`src/rtl/logic_unit_pkg.sv`:
```
// Shared types and widths for the registered bitwise logic unit.
package logic_unit_pkg;

  localparam int unsigned OP_W = 3;

  typedef enum logic [OP_W-1:0] {
    OP_AND   = 3'd0,
    OP_OR    = 3'd1,
    OP_NAND  = 3'd2,
    OP_NOR   = 3'd3,
    OP_NOTB  = 3'd4,
    OP_XOR   = 3'd5,
    OP_XNOR  = 3'd6,
    OP_PASSA = 3'd7
  } op_e;

endpackage

```
`src/rtl/logic_unit_core.sv`:
```
// Combinational bitwise function select; the WIDTH-bit generalisation of the old 1-bit gate set.
module logic_unit_core
  import logic_unit_pkg::*;
#(
  parameter int unsigned WIDTH = 8
) (
  input  logic [OP_W-1:0]  op,
  input  logic [WIDTH-1:0] op_a,
  input  logic [WIDTH-1:0] b,
  output logic [WIDTH-1:0] f
);

  always_comb begin
    f = '0;
    case (op_e'(op))
      OP_AND:   f = op_a & b;
      OP_OR:    f = op_a | b;
      OP_NAND:  f = ~(op_a & b);
      OP_NOR:   f = ~(op_a | b);
      OP_NOTB:  f = ~b;
      OP_XOR:   f = op_a ^ b;
      OP_XNOR:  f = ~(op_a ^ b);
      OP_PASSA: f = op_a;
    endcase
  end

endmodule

```
`src/rtl/logic_unit_pipe.sv`:
```
// Valid/ready wrapped logic unit with one result register stage, result flags and a chaining accumulator.
module logic_unit_pipe
  import logic_unit_pkg::*;
#(
  parameter int unsigned WIDTH = 8
) (
  input  logic             clk,
  input  logic             rst,
  input  logic             in_valid,
  output logic             in_ready,
  input  logic [WIDTH-1:0] a,
  input  logic [WIDTH-1:0] b,
  input  logic [OP_W-1:0]  op,
  input  logic             chain,
  input  logic             acc_clr,
  output logic             out_valid,
  input  logic             out_ready,
  output logic [WIDTH-1:0] y,
  output logic             zero,
  output logic             parity
);

  logic [WIDTH-1:0] acc;
  logic [WIDTH-1:0] op_a;
  logic [WIDTH-1:0] f;
  logic             accept;

  // Slot is free when empty or being drained this cycle, giving one result per cycle.
  assign in_ready = !out_valid || out_ready;
  assign accept   = in_valid && in_ready;
  assign op_a     = chain ? acc : a;

  logic_unit_core #(
    .WIDTH(WIDTH)
  ) u_core (
    .op  (op),
    .op_a(op_a),
    .b   (b),
    .f   (f)
  );

  // Result register and flags; values hold after drain.
  always_ff @(posedge clk or posedge rst) begin
    if (rst) begin
      out_valid <= 1'b0;
      y         <= '0;
      zero      <= 1'b0;
      parity    <= 1'b0;
    end else if (accept) begin
      out_valid <= 1'b1;
      y         <= f;
      zero      <= ~|f;
      parity    <= ^f;
    end else if (out_ready) begin
      out_valid <= 1'b0;
    end
  end

  // Clear beats a same-cycle accept; the accepted result still used the old acc.
  always_ff @(posedge clk or posedge rst) begin
    if (rst) begin
      acc <= '0;
    end else if (acc_clr) begin
      acc <= '0;
    end else if (accept) begin
      acc <= f;
    end
  end

endmodule

```
`config.mk`:
```
export PLATFORM = sky130hd
export DESIGN_NAME = logic_unit_pipe
export DESIGN_NICKNAME = d
export VERILOG_FILES = /design/src/rtl/logic_unit_pkg.sv /design/src/rtl/logic_unit_core.sv /design/src/rtl/logic_unit_pipe.sv
export SDC_FILE = /design/constraint.sdc
export NUM_CORES = 1
export LEC_CHECK = 0
export CORE_ASPECT_RATIO = 0.6
export CORE_UTILIZATION = 52
export DETAILED_ROUTE_END_ITERATION = 10
export PLACE_DENSITY = 0.87
export SYNTH_ARGS = -nofsm -noshare
export SYNTH_HDL_FRONTEND = slang
export SYNTH_SLANG_ARGS = --single-unit
```
`constraint.sdc`:
```
create_clock -name clk -period 3.1 [get_ports clk]
set_input_delay 0.62 -clock clk [delete_from_list [all_inputs] [get_ports clk]]
set_output_delay 0.62 -clock clk [all_outputs]
set_load 0.05 [all_outputs]
```
* Word level (Yosys, flattened, before mapping) *
Cells that the tools add are included.

storage, ports and cells
  register bits after elaboration = 19
  bits of input ports = 25
  output and inout port bits = 12
  word-level logic and storage cells = 34

cells by class
  equal/unequal tests = 7
  mux-type cells = 6
  bitwise operators = 7
  reduce and logical (&&, ||, !) cells = 9

operators by type and width
  kind                                                             number
  8-bit one-hot mux with 8 select lines                            1
  8-bit NOT                                                        4
  8-bit two-way mux                                                3
  3-bit == test, second input constant                             4
  8-bit AND                                                        1
  8-bit OR                                                         1
  8-bit OR reduction                                               1
  8-bit parity                                                     1
  8-bit bitwise XOR                                                1
  3-bit by 2-bit == test with 1-bit output, second input constant  2
  2-bit nonzero test                                               2
  3-bit by 1-bit == test with 1-bit output, second input constant  1
  3-bit logical NOT                                                1
  1-bit logical NOT                                                2
  1-bit two-way mux                                                2
  1-bit logical AND                                                1
  1-bit logical OR                                                 1

* Longest topological paths before layout *
  depth after elaboration = 6
  depth in mapped cells = 11
  gate-level depth less buffers = 10

* By module *
A second synthesis with hierarchy kept.

second synthesis, totals
  cell total of the unflattened synthesis = 219
  area total of the unflattened synthesis = 1904.3 um^2

by module, submodules not included
  module           times used  cells each  area each (um^2)
  logic_unit_pipe  1           100         1069.8
  logic_unit_core  1           119         834.6

* Worst setup path after synthesis *
OpenSTA, ideal clock, no wires.

  path kind = input port to flip-flop
  start point = input port chain
  end point = register parity
  arrival = 2562 ps
  slack = 402 ps
  cell stages on the path = 10
  path buffers = 1
  cell sequence = buf_6 mux2i_1 ha_1 mux2_4 o221ai_2 o31ai_2 ha_1 xnor2_1 xnor2_1 o21ai_0

on the way
  cells in the longest elaborated chain, start to end = 5

RTL lines
  item                                       RTL line                                                             source
  start, declared                            logic_unit_pipe.sv:14                                                input logic chain,
  8-bit two-way mux *                        logic_unit_pipe.sv:31                                                assign op_a = chain ? acc : a;
  8-bit bitwise XOR (tied with other cells)  logic_unit_core.sv:21, logic_unit_core.sv:22
  8-bit NOT, on equally long branches        logic_unit_core.sv:22, logic_unit_core.sv:18, logic_unit_core.sv:19
  8-bit one-hot mux with 8 select lines *    logic_unit_core.sv:15                                                case (op_e'(op))
  8-bit parity *                             logic_unit_pipe.sv:53                                                parity <= ^f;
  end signal, assigned                       logic_unit_pipe.sv:53
  end, declared                              logic_unit_pipe.sv:20                                                output logic parity

Mark *: on every way between the ends. The rest lies on a longest branch, timed or not.
A chain may end at the register's enable or synchronous reset.

* Worst setup path in the final report *
  start point = input port op[1]
  end point = register parity

on the way
  cells in the longest elaborated chain, start to end = 3

RTL lines
  item                                     RTL line               source
  start, declared                          logic_unit_pipe.sv:13  input logic [OP_W-1:0] op,
  3-bit == test (tied with other cells)    logic_unit_core.sv:15
  8-bit one-hot mux with 8 select lines *  logic_unit_core.sv:15
  8-bit parity *                           logic_unit_pipe.sv:53

Marked as above.

==> flow_summary.json <==
{
  "outcome": "finished, final reports clean",
  "tightest_slew_ns": 0.7559,
  "post-route-util_pct": 81.77,
  "cts_buffers": 3,
  "drtIter0Drc": 182,
  "drv_cap": 0,
  "setup_ws_ns": 0.1245,
  "tritoncts": "built",
  "regArea_sq_um": 475.5,
  "firstDrtPassIters": 6,
  "rows": 16,
  "irDropWorstVdd_uv": 400.1,
  "period_minus_slack_ns": 2.976,
  "wl_per_cell_microns": 18.53,
  "final_max_slew_viol_count": 0,
  "route.detailed.drc": 0,
  "h-tree-depth": 1,
  "finalSetupViolations": 0,
  "fillers": 197,
  "port_buffers": 36,
  "syn_inst": 218,
  "vias": 2019,
  "dp_hpwl_microns": 3598,
  "multi_input_comb_area_sq_um": 1430,
  "tns_ns": 0,
  "startpoint_type": "input port",
  "ios": 37,
  "synth.distinct_cells": 50,
  "synth_area_per_cell_sq_um": 8.586,
  "ys_warn_count": 0,
  "syn_area_sq_um": 1872,
  "initial_utilization_pct": 55.99,
  "yosys.area.top_type": "dfrtp_1",
  "place.gp.congestion": 0.9390,
  "stdcell_count": 323,
  "dieHeight_microns": 48.48,
  "gr-usage-all-layers_pct": 29.35,
  "routed_via_density": 6.251,
  "clk_pin_slew_ns": 0.07,
  "total_leakage_power_nw": 1.227,
  "cts_root_buf": "clkbuf_8",
  "final.setup_skew_ns": 0.004552,
  "cp.arrival_ns": 3.09,
  "core_sq_um": 3343,
  "crit_fanout": 11,
  "synth_fp_nets": 263,
  "die_w_microns": 79.46,
  "yosys.area.top_type_share_pct": 25.40,
  "first_global_vias": 1909,
  "place_area_sq_um": 2402,
  "clock_path_buffers": 2,
  "p_per_area_nw_per_um2": 409.3,
  "clock_sinks": 19,
  "seq_area_frac_synth_pct": 25.40,
  "wl_microns": 5986,
  "grt_max_degree": 34,
  "syn_to_final_growth_pct": 46.06,
  "fin_nets": 324,
  "pre_cts_slack_ns": -0.2924,
  "crit_type": "in -> reg",
  "synth_area_leaders": "dfrtp_1, ha_1, mux2i_1, inv_1, nand2_1",
  "antenna_found_initial": 0,
  "timing.fmax_ghz": 0.3361,
  "grt-ovfl-total": 0,
  "synth_ff_type": "dfrtp_1",
  "hold_ws_ns": 0.4911,
  "cp.required_ns": 3.21,
  "insertion_delay_ns": 0.26,
  "final_area_sq_um": 2734,
  "grt_first_pass_wirelength_microns": 8728,
  "ant_nets": 0,
  "max_slew_margin_pct": 49.55,
  "rsz0062_at_grt": "false",
  "holdBufCountCts": 0,
  "async_flop_share_pct": 100.0,
  "hp-class": "reg -> reg",
  "ys_ff_latch": 19,
  "endpoint_kind": "register",
  "period_share_pct": 95.98,
  "ys_top_cells_by_count": "ha_1, inv_1, nand2_1",
  "synth_enable_flop_cells": 0,
  "dieArea_sq_um": 3852,
  "dp_cells": 312,
  "power_mw": 1.119,
  "layout-drive-gt1-share_pct": 24.82,
  "finalHoldViolCount": 0,
  "diodes": 0
}
-- cell type report --
| cell class | count | share of cell area, % |
|---|---|---|
| Inverter | 20 | 2.746 |
| Timing Repair Buffer | 69 | 23.84 |
| Sequential cell | 19 | 17.39 |
| Tap cell | 45 | 2.059 |
| Clock buffer | 4 | 1.648 |
| Multi-Input combinational cell | 166 | 52.31 |
-- sequential cells by signal, indices dropped and copies added, names as in the netlist --
| name | flops |
|---|---|
| out_valid | 1 |
| y | 8 |
| acc | 8 |
| parity | 1 |
| zero | 1 |
-- cell usage in the layout, fill, tap and decap left out, types with 4 or more instances in the layout --
cell type / Yosys / layout
and3b_1: 4 / 4
inv_1: 20 / 20
nor2_1: 14 / 14
nand3_1: 4 / 4
ha_1: 20 / 17
o221ai_2: 2 / 7
and2_1: 4 / 4
nand2b_1: 6 / 6
o21ai_0: 15 / 14
a21oi_1: 5 / 4
o21ai_1: 3 / 4
dfrtp_1: 19 / 19
clkdlybuf4s50_1: 0 / 35
o211ai_1: 4 / 4
mux2i_4: 0 / 4
nand2_1: 20 / 20
buf_4: 1 / 29
-- power by group --
part	internal, mW	switching, mW	leakage, nW
clock	0.0914	0.0810	0.0228
combinational	0.289	0.349	0.967
sequential	0.283	0.0257	0.237
total	0.664	0.455	1.23
-- what timing repair did --
action | in CTS | in global routing
buffers inserted | 6 | 1
resized for setup | 18 | 17
endpoints found under the hold margin | 0 | 0
gates cloned | 0 | 0
endpoints found under the setup margin | 1 | 2
pin swaps | 5 | 6
-- worst paths after layout --
path | slack [ns] | cells after the start | end | startpoint
min in group asynchronous | 0.80 | 2 | y[5] | rst
worst min register to register | 0.49 | 2 | y[6] | y[6]
max in group asynchronous | 1.83 | 2 | acc[4] | rst
worst max-delay path | 0.12 | 9 | parity | op[1]
worst min-delay path | 0.49 | 2 | y[6] | y[6]
worst max register to register | 0.61 | 11 | parity | acc[6]
-- routing by layer --
layer	vias up	GRT usage [%]	share of wire, %
met5	-	0	0
met4	0	10.61	4.7
met3	43	6.792	8.3
met2	131	49.86	47
met1	944	36.28	40
li1	901	-	-
-- worst max-delay path: stages --
cell             delay, ns
clkdlybuf4s50_1       0.69
nand2b_1              0.31
o221ai_2              0.29
a21oi_1               0.11
o21bai_1              0.19
ha_1                  0.34
xnor2_2               0.26
xnor2_2               0.17
o21ai_1               0.09
-- cell families (layout without fill, tap and decap cells) --
family / count (synthesis) / count (layout) / share of synthesized area, %
AO/OA/AOI/OAI: 60 / 60 / 23.60
XOR/XNOR: 7 / 7 / 3.275
multiplexers: 9 / 9 / 5.080
adder cells (fa/ha/maj): 20 / 20 / 13.37
AND/OR/NAND/NOR: 70 / 70 / 19.59
buffers and inverters: 33 / 93 / 9.692
flip-flops: 19 / 19 / 25.40
(Power assumes the default switching activity.)
==> variant 1, RTL diff (same flow settings) <==
`WIDTH` is set to 8 in 2 places; all go to 6.
--- a/src/rtl/logic_unit_core.sv
+++ b/src/rtl/logic_unit_core.sv
@@ -3,5 +3,5 @@
   import logic_unit_pkg::*;
 #(
-  parameter int unsigned WIDTH = 8
+  parameter int unsigned WIDTH = 6
 ) (
   input  logic [OP_W-1:0]  op,
--- a/src/rtl/logic_unit_pipe.sv
+++ b/src/rtl/logic_unit_pipe.sv
@@ -3,5 +3,5 @@
   import logic_unit_pkg::*;
 #(
-  parameter int unsigned WIDTH = 8
+  parameter int unsigned WIDTH = 6
 ) (
   input  logic             clk,
Interface: changed (resized a, b and y); port bits go from 37 to 31. No check against the original RTL was run, so the function may have changed too.
==> variant 1 against the unedited design <==
Power is 26% lower; setup slack better by 0.011 ns; die area is 19% lower; non-clock buffer count is 4 lower; sequential cell count is 4 lower; sequential share of layout area rose by 0.67 points; register-to-register slack got worse by 0.11 ns; design area shrank 24%; synthesized area down 20%; wire length is 31% lower.
==> variant 1: results (changes against the unedited design) <==
[min_path] hold_sp zero [was y[6]]
[drt] average detailed-routed wire length per instance 15.5 um [was 18.5 um]
[synthesis] sequential element share of the synthesized area 25.0% [was 25.4%]
[timing] worst slack on hold paths 0.494 ns [was 0.491 ns]
[drt] vias 1,612 [was 2,019]
[placement] placed insts 261 [was 312]
[worst_setup_path] setup slack of the most critical reg-to-reg path 0.50 ns [was 0.61 ns]
[worst_setup_path] cell family with the largest share of critical-path delay adder cells [was buffers and inverters]
[synthesis] cell types with the highest counts after synthesis dfrtp_1, ha_1, inv_1, nand2_1, nand3_1 [was ha_1, inv_1, nand2_1]
[timing] Setup Skew 0.00501 ns [was 0.00455 ns]
[worst_setup_path] origin of the worst setup path a[1] [was op[1]]
[worst_setup_path] Max FO, Critical Path 2 [was 11]
[placement] Placement Cell Area 0.00201 mm^2 [was 0.00240 mm^2]
[final_layout] net count reported at finish 272 [was 324]
[global_routing] largest net degree at the start of global routing 24 [was 34]
[synthesis] arithmetic-cell share of the synthesized area counting full adders, half adders and majority gates 12.5% [was 13.4%]
[power_and_ir_drop] part of the power in registers 29.3% [was 27.6%]
[worst_setup_path] largest stage delay on the critical path 0.41 ns [was 0.69 ns]
[global_routing] first-pass GRT wire length 6690 um [was 8730 um]
[drt] First-pass DRT Iterations 5 [was 6]
[status] run status finished, final reports clean [unchanged]
[power_and_ir_drop] static leakage 0.00101 uW [was 0.00123 uW]
[power_and_ir_drop] peak supply drop 0.221 mV [was 0.400 mV]
[final_layout] Layout fillers 166 [was 197]
[synthesis] post-synthesis xor/xnor area fraction 2.33% [was 3.28%]
==> variant 1: routing by layer <==
layer | up-vias | GRT usage (%) | wire length (um)
li1 | 756 | - | -
met1 | 779 | 34.3 | 1840
met2 | 68 | 52.0 | 2030
met3 | 9 | 5.35 | 226
met4 | 0 | 7.20 | 45
met5 | - | 0 | 0
==> variant 1: worst paths after layout <==
kind | to | cells after the start
max reg2reg | parity | 9
max in group asynchronous | acc[0] | 2
min in group asynchronous | y[5] | 2
min reg2reg | zero | 2
min | zero | 2
max | parity | 11
==> variant 1: final cells by class <==
class                   instances  area, um^2  share of cell area [%]
clock buffers                   3        41.3                    1.99
clock inverters                 1        5.00                   0.241
inverters                      16        60.1                    2.89
multi-input cells             135         998                    48.0
flip-flops and latches         15         375                    18.1
well taps                      32        40.0                    1.93
repair buffers                 65         558                    26.9
==> variant 1: what timing repair did <==
item                                   4_1_cts  5_1_grt
resized for setup                            2        6
endpoints found under the hold margin        0        0
pin swaps                                    0        3
setup endpoints to repair                    1        1
setup buffers                                0        2
==> variant 2, RTL diff (same settings) <==
Made on the original files. Make the reset (`rst`) synchronous in 2 clocked blocks.
--- a/src/rtl/logic_unit_pipe.sv
+++ b/src/rtl/logic_unit_pipe.sv
@@ -41,5 +41,5 @@
 
   // Result register and flags; values hold after drain.
-  always_ff @(posedge clk or posedge rst) begin
+  always_ff @(posedge clk) begin
     if (rst) begin
       out_valid <= 1'b0;
@@ -58,5 +58,5 @@
 
   // Clear beats a same-cycle accept; the accepted result still used the old acc.
-  always_ff @(posedge clk or posedge rst) begin
+  always_ff @(posedge clk) begin
     if (rst) begin
       acc <= '0;
Behaviour: differs if rst is asserted again (counterexample within 4 cycles, from zero or initial values and one cycle with rst high); with rst held inactive, the same outputs for 10 cycles.
==> variant 2 against the unedited design <==
Combinational power fell by 34%; wire length fell by 7.6%; sequential power fell by 11%; sequential share of layout area fell by 2.5 points; sequential cell count did not move; synthesized cell count did not move; design area fell by 6.4%; setup slack got worse by 0.046 ns; clock power rose by 2%; power fell by 22%; maximum frequency fell by 1.5%; synthesized area fell by 4.6%.
==> variant 2: results (changes against the unedited design) <==
[global_routing] first-pass GRT wire length 8390 um [was 8730 um]
[drt] Iter 0 DRT Violations 123 [was 182]
[placement] global placer's final weighted congestion 0.873 [was 0.939]
[global_routing] Global Route Usage Sum 31.0% [was 29.4%]
[synthesis] ys async rst share 0% [was 100%]
[synthesis] sequential element share of the synthesized area 21.3% [was 25.4%]
[status] run status finished, final reports clean [unchanged]
[final_layout] diode count 0 [unchanged]
[drt] met3 WL 332 um [was 494 um]
[final_layout] net count reported at finish 331 [was 324]
[power_and_ir_drop] part of the power in registers 31.4% [was 27.6%]
[power_and_ir_drop] clock group power 176 uW [was 172 uW]
[final_layout] fraction of layout cells with a size suffix above 1 21.8% [was 24.8%]
[final_layout] number of buffers outside the clock class in the layout 75 [was 69]
[power_and_ir_drop] switching power summed over all nets 318 uW [was 455 uW]
[placement] post-place setup slack -0.444 ns [was -0.292 ns]
[cts] buffer type at the clock tree root clkbuf_8 [unchanged]
[synthesis] count of cell types in the netlist 52 [was 50]
[worst_setup_path] Max FO, Critical Path 18 [was 11]
[worst_setup_path] worst path arrival time 3.19 ns [was 3.09 ns]
[min_path] HP Class reg -> reg [unchanged]
[power_and_ir_drop] static leakage 0.00114 uW [was 0.00123 uW]
[final_layout] Layout clock area frac 1.81% [was 1.65%]
[final_layout] multi-input logic portion of the cell area 51.6% [was 52.3%]
[timing] Rel. slew slack 51.9% [was 49.5%]
[final_layout] sequential share of cell area 14.9% [was 17.4%]
[global_routing] via count of the first global-routing pass 1,852 [was 1,909]
[power_and_ir_drop] peak supply drop 0.355 mV [was 0.400 mV]
[global_routing] M2 GR Usage 57.3% [was 49.9%]
[timing] Setup Skew 0.00650 ns [was 0.00455 ns]
[synthesis] dominant cells by area after synthesis dfxtp_1, ha_1, mux2i_1 [was dfrtp_1, ha_1, mux2i_1]
[final_layout] Layout fillers 206 [was 197]
[synthesis] cell types with the highest counts after synthesis nand2_1, ha_1, dfxtp_1 [was ha_1, inv_1, nand2_1]
[drt] routed length on met1 2440 um [was 2380 um]
[synthesis] post-synthesis area per instance 8.19 um^2 [was 8.59 um^2]
[drt] First-pass DRT Iterations 4 [was 6]
[worst_setup_path] Worst R2R Start acc[4] [was acc[6]]
[final_layout] Non-clock buffers, area share 26.4% [was 23.8%]
[drt] met2 wirelength from detailed routing 2660 um [was 2830 um]
[global_routing] M3 GR Usage 6.41% [was 6.79%]
[drt] average detailed-routed wire length per instance 16.8 um [was 18.5 um]
[worst_setup_path] largest stage delay on the critical path 0.64 ns [was 0.69 ns]
[drt] vias 1,963 [was 2,019]
[power_and_ir_drop] Seq group 274 uW [was 309 uW]
[global_routing] largest net degree at the start of global routing 19 [was 34]
[final_layout] Clock buffer cells 3 [was 4]
[drt] Routed Wire Length 5530 um [was 5990 um]
[final_layout] Logic inverters 21 [was 20]
[worst_setup_path] cell family with the largest share of critical-path delay buffers and inverters [unchanged]
[global_routing] met1 Track Usage GR 37.9% [was 36.3%]
[min_path] hold_sp zero [was y[6]]
[final_layout] flip-flop and latch count 19 [unchanged]
==> variant 2: metrics by stage <==
stage / utilization, % / TNS, ns / area, um^2
global route: 78.5 / 0 / 2560
global placement: 75.1 / -0.574 / 2450
CTS: 78.5 / 0 / 2560
finish: 78.5 / 0 / 2560
detailed placement: 75.1 / -0.663 / 2450
floorplan: - / 0 / 1790
==> variant 2: cell families (layout without fill, tap and decap cells) <==
logic type	after synthesis	after routing	share of synthesized area (%)
muxes	13	13	9.67
DFF	19	19	21.3
and+or+nand+nor	78	78	22.7
xor gates and xnor gates	6	6	2.94
buffers and inverters	33	100	7.85
adders and majority gates	20	20	14.0
AOI/OAI and AO/OA	49	49	21.5
==> variant 2: worst paths after layout <==
kind	endpoint	slack (ns)	depth (start not counted)
min reg2reg	zero	0.47	2
min	zero	0.47	2
max reg2reg	parity	0.62	10
max	parity	0.08	10
==> variant 2: what timing repair did <==
item                       CTS  global route
gates resized for setup     11             0
setup endpoints to repair    1             0
setup buffers                1             0
